[src/rtl/bram_dp_clr.sv]
// Dual-port block RAM: port A read/write with byte lanes and selectable
// read-during-write behaviour, port B read-only, clear sequencer after reset.
module bram_dp_clr #(
   parameter int AWIDTH = 4,
   parameter int DWIDTH = 8,
   parameter int BWIDTH = 8,
   parameter int WRMODE = 0,
   parameter int OUT_REG = 0,
   parameter logic [DWIDTH-1:0] CLR_VALUE = '0,
   localparam int NB = DWIDTH / BWIDTH
) (
   input  logic              clk,
   input  logic              rst,
   input  logic              a_en,
   input  logic [NB-1:0]     a_we,
   input  logic [AWIDTH-1:0] a_addr,
   input  logic [DWIDTH-1:0] a_din,
   output logic [DWIDTH-1:0] a_dout,
   input  logic              b_en,
   input  logic [AWIDTH-1:0] b_addr,
   output logic [DWIDTH-1:0] b_dout,
   output logic              busy
);

   // state | meaning
   // CLEAR | sequencer writes CLR_VALUE to every word; ports ignored
   // READY | normal dual-port operation

   localparam int DEPTH = 2 ** AWIDTH;

   typedef enum logic {CLEAR, READY} state_t;

   state_t            state, state_nxt;
   logic [AWIDTH-1:0] clr_cnt;
   logic [DWIDTH-1:0] mem [DEPTH];
   logic [DWIDTH-1:0] a_old, a_merged;
   logic [DWIDTH-1:0] a_q, b_q;
   logic              clr_last;

   assign clr_last = (clr_cnt == AWIDTH'(DEPTH - 1));
   assign a_old    = mem[a_addr];

   always_comb begin
      state_nxt = state;
      case (state)
         CLEAR:   if (clr_last) state_nxt = READY;
         READY:   state_nxt = READY;
         default: state_nxt = CLEAR;
      endcase
   end

   always_ff @(posedge clk) begin
      if (rst) begin
         state   <= CLEAR;
         busy    <= 1'b1;
         clr_cnt <= '0;
      end else begin
         state <= state_nxt;
         busy  <= (state_nxt == CLEAR);
         if (state == CLEAR) clr_cnt <= clr_cnt + 1'b1;
      end
   end

   // Word as it will look after this cycle's port A write
   always_comb begin
      a_merged = a_old;
      for (int i = 0; i < NB; i++)
         if (a_we[i]) a_merged[i*BWIDTH +: BWIDTH] = a_din[i*BWIDTH +: BWIDTH];
   end

   always_ff @(posedge clk) begin
      if (!rst) begin
         if (state == CLEAR)
            mem[clr_cnt] <= CLR_VALUE;
         else if (a_en) begin
            for (int i = 0; i < NB; i++)
               if (a_we[i]) mem[a_addr][i*BWIDTH +: BWIDTH] <= a_din[i*BWIDTH +: BWIDTH];
         end
      end
   end

   // Port B reads the array before the same-edge write lands, so a
   // collision returns the old word.
   always_ff @(posedge clk) begin
      if (rst) begin
         a_q <= '0;
         b_q <= '0;
      end else if (state == READY) begin
         if (a_en) begin
            if (WRMODE == 1)
               a_q <= a_merged;
            else if (WRMODE == 2) begin
               if (a_we == '0) a_q <= a_old;
            end else
               a_q <= a_old;
         end
         if (b_en) b_q <= mem[b_addr];
      end
   end

   generate
      if (OUT_REG != 0) begin : g_oreg
         logic [DWIDTH-1:0] a_q2, b_q2;
         always_ff @(posedge clk) begin
            if (rst) begin
               a_q2 <= '0;
               b_q2 <= '0;
            end else begin
               a_q2 <= a_q;
               b_q2 <= b_q;
            end
         end
         assign a_dout = a_q2;
         assign b_dout = b_q2;
      end else begin : g_noreg
         assign a_dout = a_q;
         assign b_dout = b_q;
      end
   endgenerate

endmodule

[config.mk]
export PLATFORM = sky130hd
export DESIGN_NAME = bram_dp_clr
export DESIGN_NICKNAME = d
export VERILOG_FILES = /design/src/rtl/bram_dp_clr.sv
export SDC_FILE = /design/constraint.sdc
export NUM_CORES = 1
export LEC_CHECK = 0
export CAP_MARGIN = 5
export CORE_MARGIN = 2
export CORE_UTILIZATION = 47
export CTS_CLUSTER_SIZE = 40
export DETAILED_ROUTE_END_ITERATION = 10
export GPL_TIMING_DRIVEN = 0
export PLACE_DENSITY = 0.65
export SYNTH_ARGS = -nofsm -noshare
export SYNTH_HDL_FRONTEND = slang
export SYNTH_SLANG_ARGS = --single-unit
[constraint.sdc]
create_clock -name clk -period 6.66 [get_ports clk]
set_clock_uncertainty 0.2 [all_clocks]
set_input_delay 1.332 -clock clk [delete_from_list [all_inputs] [get_ports clk]]
set_output_delay 1.332 -clock clk [all_outputs]
set_load 0.02 [all_outputs]
After elaboration in Yosys (flattened, before gate mapping)
Memories as Yosys holds them, arrays and structs flattened. A register that Yosys moved wholly into a read port is not among the register bits.
Index checks and enable logic that the tools add are counted.
Storage, ports and cells
  register bits: 6
  bits in latches: 0
  bits in writable memories: 128
  bits in read-only memories: 0
  input bits: 21
  output and inout bits: 17
  word-level logic and storage cells: 24
  memories kept: 1
Operators by class
  add/subtract/negate cells: 1
  $mul: 0
  div/mod/pow operators: 0
  magnitude comparators: 0
  equality and inequality tests: 1
  shifts and indexed selects: 0
  multiplexer cells: 13
  bitwise logic cells: 2
  reduce and logical (&&, ||, !) cells: 3
Memories
  mem: depth 16, width 8, read ports 2, clocked after memory_dff 2, write ports 1, RTL line 35  | logic [DWIDTH-1:0] mem [DEPTH];
Operator list (number)
  $mux W1: 10
  $mux W8: 1
  $reduce_or A8 Y1: 1
  $add A4 B1 Y4 const B: 1
  $eq A4 B4 Y1 const B: 1
  $mux W4: 1
  $reduce_and A2 Y1: 2
  $not A1 Y1: 2
  $pmux W1 S2: 1

Depth between registers and ports, before layout
Gate-level depths: netlist (run 1).
  depth in word-level cells: 7
  depth in mapped cells: 7
  depth with buffers taken out: 4

Worst setup path after synthesis (run 1)
Ideal clock, no wire load.
  kind: input-to-reg
  start point: in rst
  end point: mem mem[1][0] (enable)
  setup time: 0.370 ns
  arrival: 2.623 ns
  data required time: 6.090 ns
  slack: 3.467 ns
  stages on the path: 5
  path buffers: 2
  cell sequence: and4b_1 -> clkbuf_1 -> clkbuf_1 -> a31oi_1 -> nor2_1
Between the ends
  word-level cells in the longest chain between the ends: 4
  elaborated cells between the ends (all ways): 7
  those cells by class: 6 x mux; 1 x reduce/logical
RTL lines
  from (decl): RTL line 13  | input logic rst,
  $mux W1: RTL line 72  | if (!rst) begin
  $mux W1 (implied by the code): RTL line 77  | if (a_we[i]) mem[a_addr][i*BWIDTH +: BWIDTH] <= a_din[i*BWIDTH +: BWIDTH];
  $reduce_or A8 Y1 (no line)
  $mux W4 (no line) / $mux W1 (equally long branches)
  to (decl): RTL line 35
Parallel ways exist; a longest one is shown, timed or not.

Worst setup path after layout (run 1)
  start point: in rst
  end point: mem mem[5][6] (enable)
The elaborated chain is that of the path after synthesis.

==> results of run 1 <==
## per-layer routing
metal | vias up | global-route usage | routed length, um
met5 | - | 0 | 0
met4 | 0 | 0.0937 | 460
met3 | 34 | 0.0552 | 1160
met2 | 159 | 0.377 | 8850
li1 | 1700 | - | -
met1 | 2060 | 0.304 | 6980
## kinds of logic (layout without fill, tap and decap cells)
family / count (synthesis) / after routing
AOI/OAI and AO/OA: 41 / 41
xor gates and xnor gates: 3 / 3
DFF: 150 / 150
buffers and inverters: 28 / 91
muxes: 97 / 97
adders and majority gates: 1 / 1
and+or+nand+nor: 56 / 56
## stage by stage
stage,hold WS (ns),instances
3_3_place_gp,0.267,592
3_5_place_dp,0.288,592
2_1_floorplan,0.315,376
4_1_cts,0.302,623
5_1_grt,0.322,623
6_report,0.295,623
## power breakdown
part / switching (mW) / internal [mW] / total (mW)
Clock: 0.370 / 0.584 / 0.955
Sequential: 0.00597 / 1.02 / 1.02
Combinational: 0.0668 / 0.0628 / 0.130
## registers in the layout (all words and copies together) (netlist names)
signal   count
state        1
mem        128
a_dout       8
busy         1
b_dout       8
clr_cnt      4
## Yosys cell counts, drive strengths merged
| library cell | instances | area (um2) |
|---|---|---|
| a21oi | 5 | 25.0 |
| a221o | 1 | 10.0 |
| a22oi | 15 | 113 |
| a31oi | 5 | 31.3 |
| and2 | 8 | 50.1 |
| and4b | 1 | 10.0 |
| buf | 18 | 159 |
| clkbuf | 7 | 36.3 |
| dfxtp | 22 | 440 |
| edfxtp | 128 | 3840 |
| ha | 1 | 12.5 |
| inv | 3 | 11.3 |
| mux2 | 16 | 180 |
| mux2i | 17 | 170 |
| mux4 | 64 | 1580 |
| nand2 | 12 | 45.0 |
| nand2b | 1 | 6.26 |
| nand4 | 1 | 6.26 |
| nand4b | 2 | 17.5 |
| nor2 | 21 | 78.8 |
| nor2b | 1 | 6.26 |
| nor3 | 1 | 5.00 |
| nor3b | 4 | 35.0 |
| o21ai | 15 | 75.1 |
| or2 | 2 | 12.5 |
| or3 | 2 | 13.8 |
| xnor2 | 1 | 8.76 |
| xor2 | 2 | 17.5 |
## cell type report
type	instances	area [um2]
fill	1120	6390
sequential	150	4280
multi-input combinational	198	2520
clock buffer	18	429
timing repair buffer	32	320
tap	184	230
buffer	25	195
clock inverter	13	155
inverter	3	11.3
## worst paths after layout
check             slack (ns)      start        end  depth (start not counted)
setup / recovery        2.43        rst  mem[5][6]                          6
hold / removal          0.30  b_dout[4]  b_dout[4]                          2
setup reg to reg        3.51      state  mem[5][6]                          5
hold reg to reg         0.30  b_dout[4]  b_dout[4]                          2
## worst reg2reg max path, stage by stage, from the launching register on
cell and delay, ns:
dfxtp_1 0.39, and4b_1 0.22, clkbuf_1 0.32, clkbuf_1 0.43, a31oi_1 0.27, nor2_1 0.94
==> flow_summary.toml, run 1 <==
[clock_tree]
cts_tree = "done"
ctsResizeCount = 0
clkLatencyLatePin_ns = 0.43
cts_buffer_depth = 2
clk_pin_slew_worst_paths_ns = 0.06
clock_sinks = 150
root_buffer = "clkbuf_16"
cts_buffers = 17
hold_buffers = 0
cts_setup_buffers = 0
cts_max_level = 4

[setup_path]
path_cells = "clkdlybuf4s50_1 > and4b_1 > clkbuf_1 > clkbuf_1 > a31oi_1 > nor2_1"
path_common_cell = "clkbuf_1"
end_kind = "flip-flop"
critical_path_required_ns = 6.50
critPathKind = "primary input to flip-flop"
path_delay_family = "simple AND/OR/NAND/NOR gates"
cpPeakStageDelay_ns = 0.94
crit_slowest_cell = "nor2_1"
cp.arrival_ns = 4.07
cp_num_buf_inv = 3
path_max_fanout = 10
start_kind = "primary input"

[global_routing]
grtUsageTotal = 0.232
grt_overflow = 0
antenna_found_initial = 0
grt_max_degree = 17
grt_pass1_vias = 3998
grt_pass1_wl_mm = 25.8

[floorplanning]
die_y_um = 126
die_area_um2 = 15900
core_um2 = 14500
num_rows = 44
die_w_um = 126
ioPinCount = 38
start_util = 0.482

[power]
p_leak_nw = 3.03
ir_drop_mv = 0.188
cellPowerDensity_nw_per_um2 = 259
power_mw = 2.11

[synthesis]
synth_area_um2 = 7000
synthAdderAreaFrac = 0.00179
seq_area_frac_synth = 0.612
ys_ff_latch = 150
synth_top_family_by_area = "multiplexers"
synthMuxAreaShare = 0.276
yosysUniqueCellTypes = 39
synth_compound_area_frac = 0.0363
synth-xor-area-share = 0.00375
ys.warnings.count = 0
postSynthAreaPerCell_um2 = 18.6
synth_nets = 398
synthSimpleGateAreaFrac = 0.0409
synthCells = 376

[detailed_routing]
vias_per_cell = 6.35
remaining_drc_errors = 0
wl_mm = 17.4
drt_iter0_markers = 357
wl_per_cell_um = 28.0
via_count = 3953
drtPass1Iterations = 5
ant_nets = 0

[placement]
placed_cell_area_um2 = 7560
finalWeightedCongestion = 0.824
pre_cts_ws_ns = 1.98
hpwl_mm = 12.0
port_buffers = 32

[timing]
setup_viol = 0
setup_ws_ns = 2.43
rsz0062_at_grt = "no"
slew_headroom = 0.217
period_minus_slack_ns = 4.23
drv_slew = 0
hold_violations = 0
tns_ns = 0
tightest_slew_ns = 1.17
period_share = 0.635
max_freq_ghz = 0.237

[finish]
final_common_cell = "edfxtp_1"
nets = 449
final_cell_area_um2 = 8140
final_util = 0.560
mostFrequentLayoutCells = "edfxtp_1, mux4_1, clkdlybuf4s50_1"
drive_above_1_share = 0.216
syn_to_final_growth_pct = 16.3
diodes = 0

[min_path]
hold_class = "flip-flop to flip-flop"

[run_status]
outcome = "finished clean"

[run]
drv_cap = 0
No activity file was read; power rests on OpenSTA's default activity.
==> run 2: changes to the inputs <==
clock period = 4.16 ns   (was 6.66 ns; I/O delays follow)
==> results of run 2 <==
The final DEF is identical to that of run 1. Status: finished clean.
Main changes from that run: setup slack after placement 1.98 ns -> -0.0179 ns; setup slack after layout 2.43 ns -> 0.432 ns; register-to-register setup slack 3.51 ns -> 1.01 ns; total power 2.11 mW -> 3.37 mW; worst IR drop on VDD 0.188 mV -> 0.301 mV
==> run 3: changes to the inputs <==
CORE_MARGIN = 5   (was 2)
==> run 3 against run 2 <==
Count of clock-buffer cells in the layout shrank 1. Power increased by 0.26%. Utilization decreased by 0.13 points. Sequential share of layout area shrank 0.073 points. First-iteration DRC count rose by 41%. Flip-flop and latch count is the same. Highest routed layer unchanged. Largest cell class unchanged. Clock power is essentially flat. Global-route usage decreased by 2.3 points. Maximum frequency decreased by 0.93%. Cell count grew 0.16%.
==> flow_summary.toml, run 3 (same netlist as run 1, synthesis figures left out) <==
[global_routing]
grt_overflow = 0
grt_max_degree = 17
antenna_found_initial = 0
grtUsageTotal = 0.209
grt_pass1_vias = 4218
grt_pass1_wl_mm = 26.2

[setup_path]
cp.arrival_ns = 3.61
critical_path_required_ns = 4.00
start_kind = "primary input"
critPathKind = "primary input to flip-flop"
end_kind = "flip-flop"
ff2ff_setup_slack_ns = 0.92
path_max_fanout = 10

[timing]
tightest_slew_ns = 1.18
tns_ns = 0
setup_viol = 0
rsz0062_at_grt = "no"
hold_violations = 0
slew_headroom = 0.209
period_share = 0.904
period_minus_slack_ns = 3.76
drv_slew = 0
max_freq_ghz = 0.266

[floorplanning]
core_um2 = 14600
die_area_um2 = 17400
die_y_um = 132
ioPinCount = 38
num_rows = 44
die_w_um = 132
start_util = 0.480

[run_status]
outcome = "finished clean"

[power]
power_mw = 3.38
cellPowerDensity_nw_per_um2 = 415
p_leak_nw = 3.03
ir_drop_mv = 0.338

[finish]
drive_above_1_share = 0.220
final_common_cell = "edfxtp_1"
mostFrequentLayoutCells = "edfxtp_1, mux4_1, clkdlybuf4s50_1"
nets = 449
largest_reg_flops = 128
top_register = "mem"
final_cell_area_um2 = 8150
layout.cells.non_filler = 624
syn_to_final_growth_pct = 16.4
diodes = 0

[detailed_routing]
drtPass1Iterations = 5
drt_iter0_markers = 502
vias_per_cell = 6.46
remaining_drc_errors = 0
wl_per_cell_um = 28.6
via_count = 4034
wl_mm = 17.9
ant_nets = 0

[clock_tree]
hold_buffers = 0
root_buffer = "clkbuf_16"
cts_buffers = 17
ctsResizeCount = 0
cts_max_level = 4
clock_sinks = 150
cts_setup_buffers = 0
cts_buffer_depth = 2
clkLatencyLatePin_ns = 0.43
cts_tree = "done"
clk_pin_slew_worst_paths_ns = 0.07

[placement]
finalWeightedCongestion = 0.877
placed_cell_area_um2 = 7550
hpwl_mm = 12.3
port_buffers = 32
placedCellCount = 592

[min_path]
hold_class = "flip-flop to flip-flop"

[run]
drv_cap = 0
-- run 3: changes by cell type in the layout (fill, tap and decap cells not counted), sizes merged --
| cell | previous run | this run |
|---|---|---|
| inv | 5 | 8 |
| bufinv | 3 | 2 |
| clkbuf | 25 | 24 |
| clkinv | 6 | 5 |
| clkinvlp | 2 | 3 |
-- run 3: cell type report --
cell class | count | area, um2
repair buffers | 32 | 320
flip-flops and latches | 150 | 4280
multi-input cells | 198 | 2520
inverters | 3 | 11.3
fillers | 1087 | 6430
clock buffers | 17 | 425
clock inverters | 15 | 170
well taps | 184 | 230
plain buffers | 25 | 195
-- run 3: power by group --
part / switching, mW / internal [mW] / total (mW)
combinational: 0.107 / 0.100 / 0.207
clock: 0.642 / 0.896 / 1.54
sequential: 0.00974 / 1.63 / 1.64
total: 0.758 / 2.62 / 3.38
-- run 3: through the flow --
step	hold slack, ns	utilization	setup slack (ns)
3_3_place_gp	0.263	0.518	-0.0644
6_report	0.289	0.559	0.397
5_1_grt	0.325	0.559	0.261
2_1_floorplan	0.315	-	1.47
3_5_place_dp	0.283	0.518	-0.0473
4_1_cts	0.300	0.559	0.398
-- run 3: routing by layer --
metal | wire, um | track usage | share of wire | vias up
met5 | 0 | 0 | 0 | -
met4 | 617 | 0.0863 | 0.035 | 0
met3 | 1220 | 0.0531 | 0.069 | 47
met2 | 8870 | 0.341 | 0.50 | 202
met1 | 7150 | 0.267 | 0.40 | 2092
li1 | - | - | - | 1693
-- run 3: worst paths after layout --
check / start / end / cells past startpoint
worst max-delay path: a_en / mem[5][6] / 6
worst min-delay path: a_dout[6] / a_dout[6] / 1
worst max register to register: state / mem[5][6] / 5
worst min register to register: a_dout[6] / a_dout[6] / 1
-- run 3: worst max-delay path, stage by stage --
cell and delay (ns):
clkdlybuf4s50_1 0.53, and4b_1 0.21, clkbuf_1 0.32, clkbuf_1 0.49, a31oi_1 0.27, nor2_1 0.94
